## src/rtl/simple_isa_pkg.sv

```systemverilog
// ----------------------------------------------------------------------------
// simple_isa_pkg
//   Shared ISA definitions for the simple 16-bit machine: instruction class
//   codes, branch sub-op and condition codes, the HLT ALU function code, the
//   fetch-unit state encoding and small decode helpers used by fetch.
//   Encoding: [15:14] class, [13:11] branch sub-op, [7:4] ALU func,
//             [7:0] signed branch displacement.
// ----------------------------------------------------------------------------
package simple_isa_pkg;

   typedef enum logic [1:0] {
      CLS_LD  = 2'b00,
      CLS_ST  = 2'b01,
      CLS_BR  = 2'b10,
      CLS_ALU = 2'b11
   } isa_class_t;

   typedef enum logic [2:0] {
      BR_LI    = 3'b000,
      BR_BCOND = 3'b010,
      BR_B     = 3'b100
   } br_subop_t;

   typedef enum logic [1:0] {
      COND_BE  = 2'b00,
      COND_BLT = 2'b01,
      COND_BLE = 2'b10,
      COND_BNE = 2'b11
   } br_cond_t;

   localparam logic [3:0] ALU_HLT = 4'b1111;

   typedef enum logic [1:0] {
      ST_FETCH,
      ST_WAIT,
      ST_HOLD,
      ST_HALT
   } fetch_state_t;

   // cls = word[15:14], func = word[7:4]
   function automatic logic is_hlt(input logic [1:0] cls, input logic [3:0] func);
      return (cls == CLS_ALU) && (func == ALU_HLT);
   endfunction

   // op = word[15:11] (class + branch sub-op)
   function automatic logic is_uncond_b(input logic [4:0] op);
      return (op[4:3] == CLS_BR) && (op[2:0] == BR_B);
   endfunction

endpackage

```

## src/rtl/instruction_fetch_unit_if.sv

```systemverilog
// ----------------------------------------------------------------------------
// instruction_fetch_unit_if
//   Bundles the fetch unit's instruction-memory handshake, the EXEC
//   presentation handshake, the execute-stage redirect and the halt status.
//   master : fetch unit (drives IMEM_REQ/IMEM_ADDR, EXEC/EXEC_VALID, HALTED)
//   slave  : memory + decode/execute side (drives IMEM_ACK/IMEM_RDATA,
//            EXEC_READY, BR_TAKEN/BR_TARGET)
// ----------------------------------------------------------------------------
interface instruction_fetch_unit_if #(
   parameter int unsigned ADDR_W = 16
);
   logic              IMEM_REQ;
   logic [ADDR_W-1:0] IMEM_ADDR;
   logic              IMEM_ACK;
   logic [15:0]       IMEM_RDATA;
   logic [15:0]       EXEC;
   logic              EXEC_VALID;
   logic              EXEC_READY;
   logic              BR_TAKEN;
   logic [ADDR_W-1:0] BR_TARGET;
   logic              HALTED;

   modport master (
      output IMEM_REQ, IMEM_ADDR, EXEC, EXEC_VALID, HALTED,
      input  IMEM_ACK, IMEM_RDATA, EXEC_READY, BR_TAKEN, BR_TARGET
   );

   modport slave (
      input  IMEM_REQ, IMEM_ADDR, EXEC, EXEC_VALID, HALTED,
      output IMEM_ACK, IMEM_RDATA, EXEC_READY, BR_TAKEN, BR_TARGET
   );
endinterface

```

## src/rtl/instruction_fetch_unit.sv

```systemverilog
// ----------------------------------------------------------------------------
// instruction_fetch_unit
//   Owns the PC, fetches 16-bit words over a req/ack handshake and presents
//   each on EXEC/EXEC_VALID until the control unit accepts it. Execute-stage
//   redirects reload the PC; a retired HLT stops fetch until reset.
// Ports
//   CLOCK : single clock, posedge
//   RESET : synchronous, active-low
//   bus   : instruction_fetch_unit_if.master (IMEM_*, EXEC*, BR_*, HALTED)
// Parameters
//   ADDR_W   : instruction address width (word addressed)
//   RESET_PC : PC loaded on reset
// Configuration
//   FETCH_PREDECODE_EN : when defined, an unconditional B returned by memory
//                        redirects the PC at fetch time (PC+1+sext(disp)).
// ----------------------------------------------------------------------------
module instruction_fetch_unit
   import simple_isa_pkg::*;
#(
   parameter int unsigned       ADDR_W   = 16,
   parameter logic [ADDR_W-1:0] RESET_PC = '0
) (
   input logic                      CLOCK,
   input logic                      RESET,
   instruction_fetch_unit_if.master bus
);

   fetch_state_t      state;
   logic [ADDR_W-1:0] pc;
   logic [ADDR_W-1:0] pc_after_ack;
   logic              squash;
   logic              accept;

   assign accept = bus.EXEC_VALID & bus.EXEC_READY;

`ifdef FETCH_PREDECODE_EN
   always_comb begin
      pc_after_ack = pc + 1'b1;
      if (is_uncond_b(bus.IMEM_RDATA[15:11]))
         pc_after_ack = pc + 1'b1 +
                        {{(ADDR_W-8){bus.IMEM_RDATA[7]}}, bus.IMEM_RDATA[7:0]};
   end
`else
   assign pc_after_ack = pc + 1'b1;
`endif

   always_ff @(posedge CLOCK) begin
      if (!RESET) begin
         state          <= ST_FETCH;
         pc             <= RESET_PC;
         squash         <= 1'b0;
         bus.IMEM_REQ   <= 1'b0;
         bus.IMEM_ADDR  <= RESET_PC;
         bus.EXEC       <= '0;
         bus.EXEC_VALID <= 1'b0;
         bus.HALTED     <= 1'b0;
      end else begin
         // The ack owed to an abandoned request is swallowed wherever it lands.
         if (squash && bus.IMEM_ACK)
            squash <= 1'b0;

         unique case (state)
            ST_FETCH: begin
               if (bus.BR_TAKEN) begin
                  pc <= bus.BR_TARGET;
               end else if (!squash) begin
                  bus.IMEM_REQ  <= 1'b1;
                  bus.IMEM_ADDR <= pc;
                  state         <= ST_WAIT;
               end
            end

            ST_WAIT: begin
               if (bus.BR_TAKEN) begin
                  // Request still outstanding unless acked this very cycle.
                  bus.IMEM_REQ <= 1'b0;
                  pc           <= bus.BR_TARGET;
                  squash       <= ~bus.IMEM_ACK;
                  state        <= ST_FETCH;
               end else if (bus.IMEM_ACK) begin
                  bus.IMEM_REQ   <= 1'b0;
                  bus.EXEC       <= bus.IMEM_RDATA;
                  bus.EXEC_VALID <= 1'b1;
                  pc             <= pc_after_ack;
                  state          <= ST_HOLD;
               end
            end

            ST_HOLD: begin
               if (bus.BR_TAKEN) begin
                  // Redirect wins the PC even if the word was accepted now.
                  bus.EXEC_VALID <= 1'b0;
                  pc             <= bus.BR_TARGET;
                  state          <= ST_FETCH;
               end else if (accept) begin
                  bus.EXEC_VALID <= 1'b0;
                  if (is_hlt(bus.EXEC[15:14], bus.EXEC[7:4])) begin
                     bus.HALTED <= 1'b1;
                     state      <= ST_HALT;
                  end else begin
                     state <= ST_FETCH;
                  end
               end
            end

            ST_HALT: ;
         endcase
      end
   end

endmodule

```

## src/flat_wrapper.sv

```systemverilog
// flat-port wrapper written by rule: the top's interface ports become plain ports
module instruction_fetch_unit_flat import simple_isa_pkg::*;
#(
   parameter int unsigned       ADDR_W   = 16,
   parameter logic [ADDR_W-1:0] RESET_PC = '0
)
  (CLOCK, RESET, bus_IMEM_REQ, bus_IMEM_ADDR, bus_EXEC, bus_EXEC_VALID, bus_HALTED, bus_IMEM_ACK, bus_IMEM_RDATA, bus_EXEC_READY, bus_BR_TAKEN, bus_BR_TARGET);
  instruction_fetch_unit_if #(.ADDR_W(ADDR_W)) bus_i ();
  input logic CLOCK;
  input logic RESET;
  output wire logic [$bits(bus_i.IMEM_REQ)-1:0] bus_IMEM_REQ;
  output wire logic [$bits(bus_i.IMEM_ADDR)-1:0] bus_IMEM_ADDR;
  output wire logic [$bits(bus_i.EXEC)-1:0] bus_EXEC;
  output wire logic [$bits(bus_i.EXEC_VALID)-1:0] bus_EXEC_VALID;
  output wire logic [$bits(bus_i.HALTED)-1:0] bus_HALTED;
  input wire logic [$bits(bus_i.IMEM_ACK)-1:0] bus_IMEM_ACK;
  input wire logic [$bits(bus_i.IMEM_RDATA)-1:0] bus_IMEM_RDATA;
  input wire logic [$bits(bus_i.EXEC_READY)-1:0] bus_EXEC_READY;
  input wire logic [$bits(bus_i.BR_TAKEN)-1:0] bus_BR_TAKEN;
  input wire logic [$bits(bus_i.BR_TARGET)-1:0] bus_BR_TARGET;
  assign bus_IMEM_REQ = bus_i.IMEM_REQ;
  assign bus_IMEM_ADDR = bus_i.IMEM_ADDR;
  assign bus_EXEC = bus_i.EXEC;
  assign bus_EXEC_VALID = bus_i.EXEC_VALID;
  assign bus_HALTED = bus_i.HALTED;
  assign bus_i.IMEM_ACK = bus_IMEM_ACK;
  assign bus_i.IMEM_RDATA = bus_IMEM_RDATA;
  assign bus_i.EXEC_READY = bus_EXEC_READY;
  assign bus_i.BR_TAKEN = bus_BR_TAKEN;
  assign bus_i.BR_TARGET = bus_BR_TARGET;
  instruction_fetch_unit #(.ADDR_W(ADDR_W), .RESET_PC(RESET_PC)) u_core (.CLOCK(CLOCK), .RESET(RESET), .bus(bus_i));
endmodule
```

## config.mk

```make
export PLATFORM = sky130hd
export DESIGN_NAME = instruction_fetch_unit_flat
export DESIGN_NICKNAME = d
export VERILOG_FILES = /design/src/rtl/simple_isa_pkg.sv /design/src/rtl/instruction_fetch_unit_if.sv /design/src/rtl/instruction_fetch_unit.sv /design/src/flat_wrapper.sv
export SDC_FILE = /design/constraint.sdc
export NUM_CORES = 1
export LEC_CHECK = 0
export CAP_MARGIN = 25
export CELL_PAD_IN_SITES_DETAIL_PLACEMENT = 1
export CELL_PAD_IN_SITES_GLOBAL_PLACEMENT = 1
export CORE_AREA = 3 3 104 81
export DETAILED_ROUTE_END_ITERATION = 7
export DIE_AREA = 0 0 107 84
export PLACE_DENSITY_LB_ADDON = 0.1
export RECOVER_POWER = 50
export SYNTH_ARGS = -nofsm -noshare
export SYNTH_HDL_FRONTEND = slang
export SYNTH_SLANG_ARGS = --single-unit
```

## constraint.sdc

```tcl
create_clock -name CLOCK -period 2.9 [get_ports CLOCK]
set_clock_uncertainty 0.15 [all_clocks]
set_input_delay 0.29 -clock CLOCK [delete_from_list [all_inputs] [get_ports CLOCK]]
set_output_delay 0.29 -clock CLOCK [all_outputs]
set_load 0.01 [all_outputs]
```

# [Yosys cells after proc, flatten, opt, wreduce, memory -nomap -nowiden]
# Index checks and enable logic that the tools add are counted.
[totals] regBits=54 input_bits=37 output_inout_bits=35 elab_cells=64
[classes] n_addsub=1 n_eq_ne=11 muxes=25 bitwise_logic=4 reduce_logical=15
[ops] operator="16-bit two-way mux" count=3
[ops] operator="16-bit case mux with 2 select lines" count=1
[ops] operator="16-bit by 1-bit adder with 16-bit output, second input constant" count=1
[ops] operator="2-bit two-way mux" count=7
[ops] operator="4-bit AND reduction" count=3
[ops] operator="1-bit two-way mux" count=11
[ops] operator="3-bit AND reduction" count=3
[ops] operator="2-bit != test, second input constant" count=4
[ops] operator="2-bit case mux with 3 select lines" count=1
[ops] operator="2-bit nonzero test" count=3
[ops] operator="5-bit AND reduction" count=1
[ops] operator="2-bit equality test, second input constant" count=2
[ops] operator="4-bit equality test, second input constant" count=1
[ops] operator="1-bit case mux with 2 select lines" count=2
[ops] operator="3-bit by 2-bit != test with 1-bit output, second input constant" count=1
[ops] operator="3-bit != test, second input constant" count=1
[ops] operator="1-bit inverter" count=3
[ops] operator="3-bit nonzero test" count=1
[ops] operator="2-bit by 1-bit equality test with 1-bit output, second input constant" count=1
[ops] operator="1-bit logical AND" count=2
[ops] operator="2-bit zero test" count=1
[ops] operator="2-bit by 1-bit != test with 1-bit output, second input constant" count=1
[ops] operator="2-bit OR reduction" count=1
[ops] operator="1-bit bitwise AND" count=1

# [Depth between registers and ports, before layout]
# Gate-level depths: netlist of run 1.
[logic_depth] depth_word=6 mapped_depth=8 mapped_depth_nobuf=6

# [Least setup slack after synthesis of run 1]
# Ideal clock, no wire load.
[synth_path] kind="flip-flop to flip-flop" start="register u_core.state[0]" end="register u_core.pc[15]" t_arrival_ns=1.852 path_slack_ns=0.834 stages_incl_launch_ff=8 path_buffers=1 synth_period_minus_slack_ns=2.066 path_cell_list="dfxtp_1 > inv_1 > ha_1 > or3_1 > clkbuf_1 > or3_1 > or3_1 > nand4_1"
[synth_between] elab_chain_cells=4 word_cells_on_any_way=9
[synth_rtl] element="start: declaration" line="instruction_fetch_unit.sv:28" rtl="fetch_state_t state;"
[synth_rtl] element="start signal: assignment" line="instruction_fetch_unit.sv:49" rtl="state <= ST_FETCH;"
[synth_rtl] element="start signal: assignment" line="instruction_fetch_unit.sv:69" rtl="state <= ST_WAIT;"
[synth_rtl] element="start signal: assignment" line="instruction_fetch_unit.sv:79" rtl="state <= ST_FETCH;"
[synth_rtl] element="2-bit equality test / 2-bit zero test (equally long branches)" line="instruction_fetch_unit.sv:62" rtl="unique case (state)"
[synth_rtl] element="2-bit OR reduction (no source line)"
[synth_rtl] element="2-bit by 1-bit != test with 1-bit output (no source line) / 2-bit nonzero test (equally long branches)"
[synth_rtl] element="3-bit AND reduction (no source line)"
[synth_rtl] element="end signal: assignment" line="instruction_fetch_unit.sv:65" rtl="pc <= bus.BR_TARGET;"
[synth_rtl] element="end signal: assignment" line="instruction_fetch_unit.sv:77" rtl="pc <= bus.BR_TARGET;"
[synth_rtl] element="end signal: assignment" line="instruction_fetch_unit.sv:84" rtl="pc <= pc_after_ack;"
[synth_rtl] element="end: declaration" line="instruction_fetch_unit.sv:29" rtl="logic [ADDR_W-1:0] pc;"
# Several ways; a longest one is shown, not always the timed one.
# A chain may end at the register's enable or synchronous reset.

==> metrics.yaml, run 1 <==
yosys.area_share.simple_pct: 29.53
dieHeight_um: 84
antenna_left: 0
maxCapViolCount: 0
ios: 72
cts_sinks: 54
max_freq_ghz: 0.3791
fp.dieW_um: 107
synthMuxAreaShare_pct: 1.643
synth_xor_area_share_pct: 0
critPathMaxStageDelay_ns: 0.63
start_util_pct: 33.96
critPathMaxFanout: 48
hold_path_class: "reg -> reg"
syn_area_um2: 2512
dpl_worst_slack_ns: 0.2392
synth_cell_types: 43
startpoint_type: "input pin"
rows: 27
finalCritPeriodShare_pct: 90.96
path_class: "in -> reg"
worstPathRequired_ns: 2.97
htree_num_levels: 2
hpwl_um: 5678
drc: 0
gp_congestion: 0.7924
synth_top_area_cell: "dfxtp_1"
numCtsBuffers: 5
hold_buffers: 0
grt_max_degree: 49
final_nets: 434
clk_path_buf_depth: 2
syn_nets: 368
grt_setup_unrepaired: "false"
first_pass_iters: 4
first_iter_violations: 88
area_growth_pct: 36.70
ctsResizeCount: 0
nFillCells: 900
worst_hold_slack_ns: 0.3056
avgViaCountPerCell: 5.213
diodes: 0
syn_inst: 326
synth_top_family_by_area: "simple AND/OR/NAND/NOR gates"
fin_util_pct: 46.42
synth-adder-area-share_pct: 2.490
antenna_found_initial: 0
drive_above_1_share_pct: 6.107
die_area_um2: 8988
worst_path_max_delay_cell: "clkbuf_2"
gr-usage-all-layers_pct: 17.51
routedWlPerCell_um: 15.82
grt_pass1_vias: 2553
cts_setup_buffers: 0
cp_cell_sequence: "dlygate4sd3_1 > clkbuf_1 > inv_1 > clkbuf_2 > nor3_1 > nand3_1 > o311ai_0"
core_um2: 7398
layout_common_cells: "nand2_1, dfxtp_1, a21oi_1, dlygate4sd3_1, clkdlybuf4s50_1"
worst_slack_ns: 0.2621
hold_viol_final: 0
endpoint_kind: "flip-flop"
finalCriticalPeriod_ns: 2.638
cts_tree: "done"
clkLatencyLatePin_ns: 0.31
p_leak_nw: 1.289
ir_drop_mv: 0.2254
synth_compound_area_share_pct: 19.07
path_clk_slew_ns: 0.11
yosysTopAreaCellShare_pct: 43.03
netlist_top_cells_area: "dfxtp_1, nand2_1, a21oi_1"
vias: 2575
grt_pass1_wl_um: 12940
cts-root-buf: "clkbuf_8"
status: "finished clean"
drt-total-wl_um: 7815
drv_slew: 0
tns_ns: 0
portBuffers: 71
grt_overflow: 0
relSlewSlack_pct: 28.20
syn_area_per_cell_um2: 7.707
max_slew.worst_pin.slew_ns: 1.077
power_density_nw_per_um2: 500.2
final_common_cell: "nand2_1"
ys_seq_area_share_pct: 43.03
ys_seq_elements: 54
yosys_warnings: 0
place_area_um2: 3342
stdcell_area_um2: 3435
setup_viol: 0
cp.arrival_ns: 2.70
critical path: cells and delay by family:
family          cells  cell delay (ns)
buf+inv             4             1.81
compound gates      1             0.14
simple gates        2             0.47
metrics by stage:
| step | power, mW | std cells |
|---|---|---|
| 2_1_floorplan | 1.093 | 326 |
| 3_3_place_gp | 1.277 | 486 |
| 3_5_place_dp | 1.287 | 486 |
| 4_1_cts | 1.756 | 494 |
| 5_1_grt | 1.825 | 494 |
| 6_report | 1.718 | 494 |
per-layer routing:
| metal | global-route usage, % | part of all wire [%] |
|---|---|---|
| met5 | 0 | 0 |
| met2 | 26.23 | 42 |
| met1 | 26.36 | 52 |
| met3 | 3.403 | 4.5 |
| met4 | 2.671 | 0.59 |
final timing paths:
| kind | cells after the start | slack (ns) | endpoint | startpoint |
|---|---|---|---|---|
| worst max-delay path | 7 | 0.26 | u_core.pc[11] | RESET |
| worst min-delay path | 2 | 0.31 | u_core.bus.EXEC[2] | u_core.bus.EXEC[2] |
| worst max register to register | 7 | 0.29 | u_core.pc[13] | u_core.state[1] |
| worst min register to register | 2 | 0.31 | u_core.bus.EXEC[2] | u_core.bus.EXEC[2] |
synthesized netlist by cell type (all sizes together):
cell     number
a32oi         1
ha            5
nand3        14
nand2b        1
a22oi         1
and3          2
a31oi         6
a21o          1
o2bb2ai       1
nor3          9
dfxtp        54
o311ai        1
and4          4
or4           6
and2          6
nor3b         2
o22ai         4
a211oi        4
nand2        82
o21a          2
o311a         1
buf           5
o221a         1
nor2         14
nand4         6
mux2i         3
clkbuf       17
or3           5
nor4          2
a31o          1
o31a          2
a311oi        2
inv           5
o21ai         8
mux2          1
nor2b         2
a21oi        45
registers in the layout, summed over array words and instances (netlist names):
| name | flops |
|---|---|
| u_core.bus.EXEC_VALID | 1 |
| u_core.bus.EXEC | 16 |
| u_core.pc | 16 |
| u_core.state | 2 |
| u_core.bus.IMEM_REQ | 1 |
| u_core.squash | 1 |
| u_core.bus.HALTED | 1 |
| u_core.bus.IMEM_ADDR | 16 |
report_power, final:
part           switching [mW]  internal (mW)
combinational           0.212          0.179
sequential             0.0655          0.801
clock                   0.263          0.197
total                   0.540           1.18
cell type report:
class	count	area [um^2]	share of cell area, %
multi-input combinational	245	1330	38.73
clock inverter	2	16.27	0.4736
clock buffer	6	82.58	2.404
sequential	54	1081	31.48
tap	101	126.4	3.679
timing repair buffer	81	779.5	22.70
inverter	5	18.77	0.5464
cells by family (layout without fill, tap and decap cells):
family	after synthesis	count (layout)
AND/OR/NAND/NOR	155	155
AO/OA/AOI/OAI	81	81
flip-flops	54	54
adder cells (fa/ha/maj)	5	5
buffers and inverters	27	94
multiplexers	4	4
(Power assumes the default switching activity.)
==> run 2: changes to the inputs <==
SLEW_MARGIN = 20   (was unset)
==> results of run 2 <==
The final DEF is identical to that of run 1; final timing and power are the same.
==> run 3: changes to the inputs <==
RECOVER_POWER = 100   (was 50)
==> run 3 against run 2 <==
- worst setup slack better by 0.0021 ns
- global-route usage unchanged
- critical path depth unchanged
- clock-buffer cell count unchanged
- largest power group unchanged
==> metrics.yaml, run 3 (synthesized netlist as in run 1, its figures left out) <==
hold_path_class: "reg -> reg"
clk_path_buf_depth: 2  # unchanged
layout_common_cells: "nand2_1, dfxtp_1, a21oi_1, dlygate4sd3_1, clkdlybuf4s50_1"
antenna_found_initial: 0  # unchanged
final_common_cell: "nand2_1"
drc: 0  # unchanged
crit_family: "buffers and inverters"
cp_cell_sequence: "dlygate4sd3_1 > clkbuf_1 > inv_1 > clkbuf_2 > nor3_1 > nand3_1 > o311ai_0"
ctsResizeCount: 0  # unchanged
numCtsBuffers: 5  # unchanged
antenna_left: 0  # unchanged
die_area_um2: 8988  # unchanged
gp_congestion: 0.7924  # unchanged
routedWlPerCell_um: 15.85  # +0.22%
area_growth_pct: 36.40
hold_viol_final: 0  # unchanged
dp.cells: 486  # unchanged
grt_max_degree: 49  # unchanged
rows: 27  # unchanged
portBuffers: 71  # unchanged
hold_buffers: 0  # unchanged
tns_ns: 0  # unchanged
finalCritPeriodShare_pct: 90.89  # about the same
path_clk_slew_ns: 0.11  # about the same
htree_num_levels: 2  # unchanged
hpwl_um: 5678  # unchanged
core_um2: 7398  # unchanged
worst_hold_slack_ns: 0.3056  # -0.000001000 ns
fin_util_pct: 46.32  # -0.10 points
status: "finished clean"
relSlewSlack_pct: 28.35  # +0.15 points
cts_setup_buffers: 0  # unchanged
grt_pass1_vias: 2553  # unchanged
endpoint_kind: "flip-flop"
cts_sinks: 54  # unchanged
dieHeight_um: 84  # unchanged
drive_above_1_share_pct: 5.598  # -0.51 points
ff2ff_path_depth: 7  # unchanged
ios: 72  # unchanged
reg.largest.list: "u_core.bus.EXEC x16, u_core.bus.IMEM_ADDR x16, u_core.pc x16"
critPathMaxFanout: 48  # unchanged
fp.dieW_um: 107  # unchanged
p_leak_nw: 1.281  # -0.62%
path_class: "in -> reg"
setup_viol: 0  # unchanged
grt_pass1_wl_um: 12940  # unchanged
ir_drop_mv: 0.2248  # -0.30%
startpoint_type: "input pin"
hold_depth: 2  # unchanged
worstPathRequired_ns: 2.96  # about the same
drt-total-wl_um: 7832  # +0.22%
grt_setup_unrepaired: "false"
cp.buffers_inverters: 4  # unchanged
finalCriticalPeriod_ns: 2.636  # -0.002098 ns
cts_tree: "done"
cts-root-buf: "clkbuf_8"
first_iter_violations: 86  # -2.3%
maxCapViolCount: 0  # unchanged
start_util_pct: 33.96  # unchanged
final_nets: 434  # unchanged
max_slew.worst_pin.slew_ns: 1.075  # -0.002287 ns
avgViaCountPerCell: 5.186  # -0.50%
layout.cells.non_filler: 494  # unchanged
gr-usage-all-layers_pct: 17.51  # unchanged
critPathMaxStageDelay_ns: 0.62  # about the same
worst_path_max_delay_cell: "clkbuf_2"
drv_slew: 0  # unchanged
power_density_nw_per_um2: 500.5  # about the same
vias: 2562  # -0.50%
grt_overflow: 0  # unchanged
first_pass_iters: 4  # unchanged
cp.arrival_ns: 2.70  # about the same
max_freq_ghz: 0.3794  # about the same
clkLatencyLatePin_ns: 0.31  # about the same
diodes: 0  # unchanged
worst-path-stages: 7  # unchanged
## run 3: worst register-to-register path, cell delays in order (launching register included)
cell and delay [ns]:
dfxtp_1 0.40, inv_1 0.10, ha_1 0.27, nor3b_1 0.21, nor3_2 0.77, buf_4 0.31, a21oi_1 0.09, a211oi_1 0.20
## run 3: final timing paths
path,startpoint,to,slack (ns)
setup / recovery,RESET,u_core.pc[11],0.26
setup reg to reg,u_core.state[1],u_core.pc[8],0.30
hold reg to reg,u_core.bus.EXEC[2],u_core.bus.EXEC[2],0.31
hold / removal,u_core.bus.EXEC[2],u_core.bus.EXEC[2],0.31
## run 3: through the flow
stage	power [mW]	setup slack, ns	area (um^2)
2_1_floorplan	1.093	0.8340	2512
3_3_place_gp	1.277	0.3575	3342
3_5_place_dp	1.287	0.2392	3342
4_1_cts	1.756	0.2869	3441
5_1_grt	1.823	0.07053	3427
6_report	1.715	0.2642	3427
## run 3: report_power, final
| group | internal, mW | switching [mW] | leakage, nW |
|---|---|---|---|
| Combinational | 0.176 | 0.212 | 0.792 |
| Sequential | 0.801 | 0.0656 | 0.441 |
| Clock | 0.197 | 0.263 | 0.0478 |
| Total | 1.18 | 0.540 | 1.28 |
## run 3: cell type report
cell class / instances / area, um^2
fillers: 900 / 3971
inverters: 5 / 18.77
clock inverters: 2 / 16.27
flip-flops and latches: 54 / 1081
clock buffers: 6 / 82.58
repair buffers: 81 / 772.0
well taps: 101 / 126.4
multi-input cells: 245 / 1330
## run 3: per-layer routing
layer	global-route usage (%)	part of all wire, %
met1	26.36	53
met5	0	0
met2	26.23	43
met3	3.403	4.0
met4	2.671	0.45
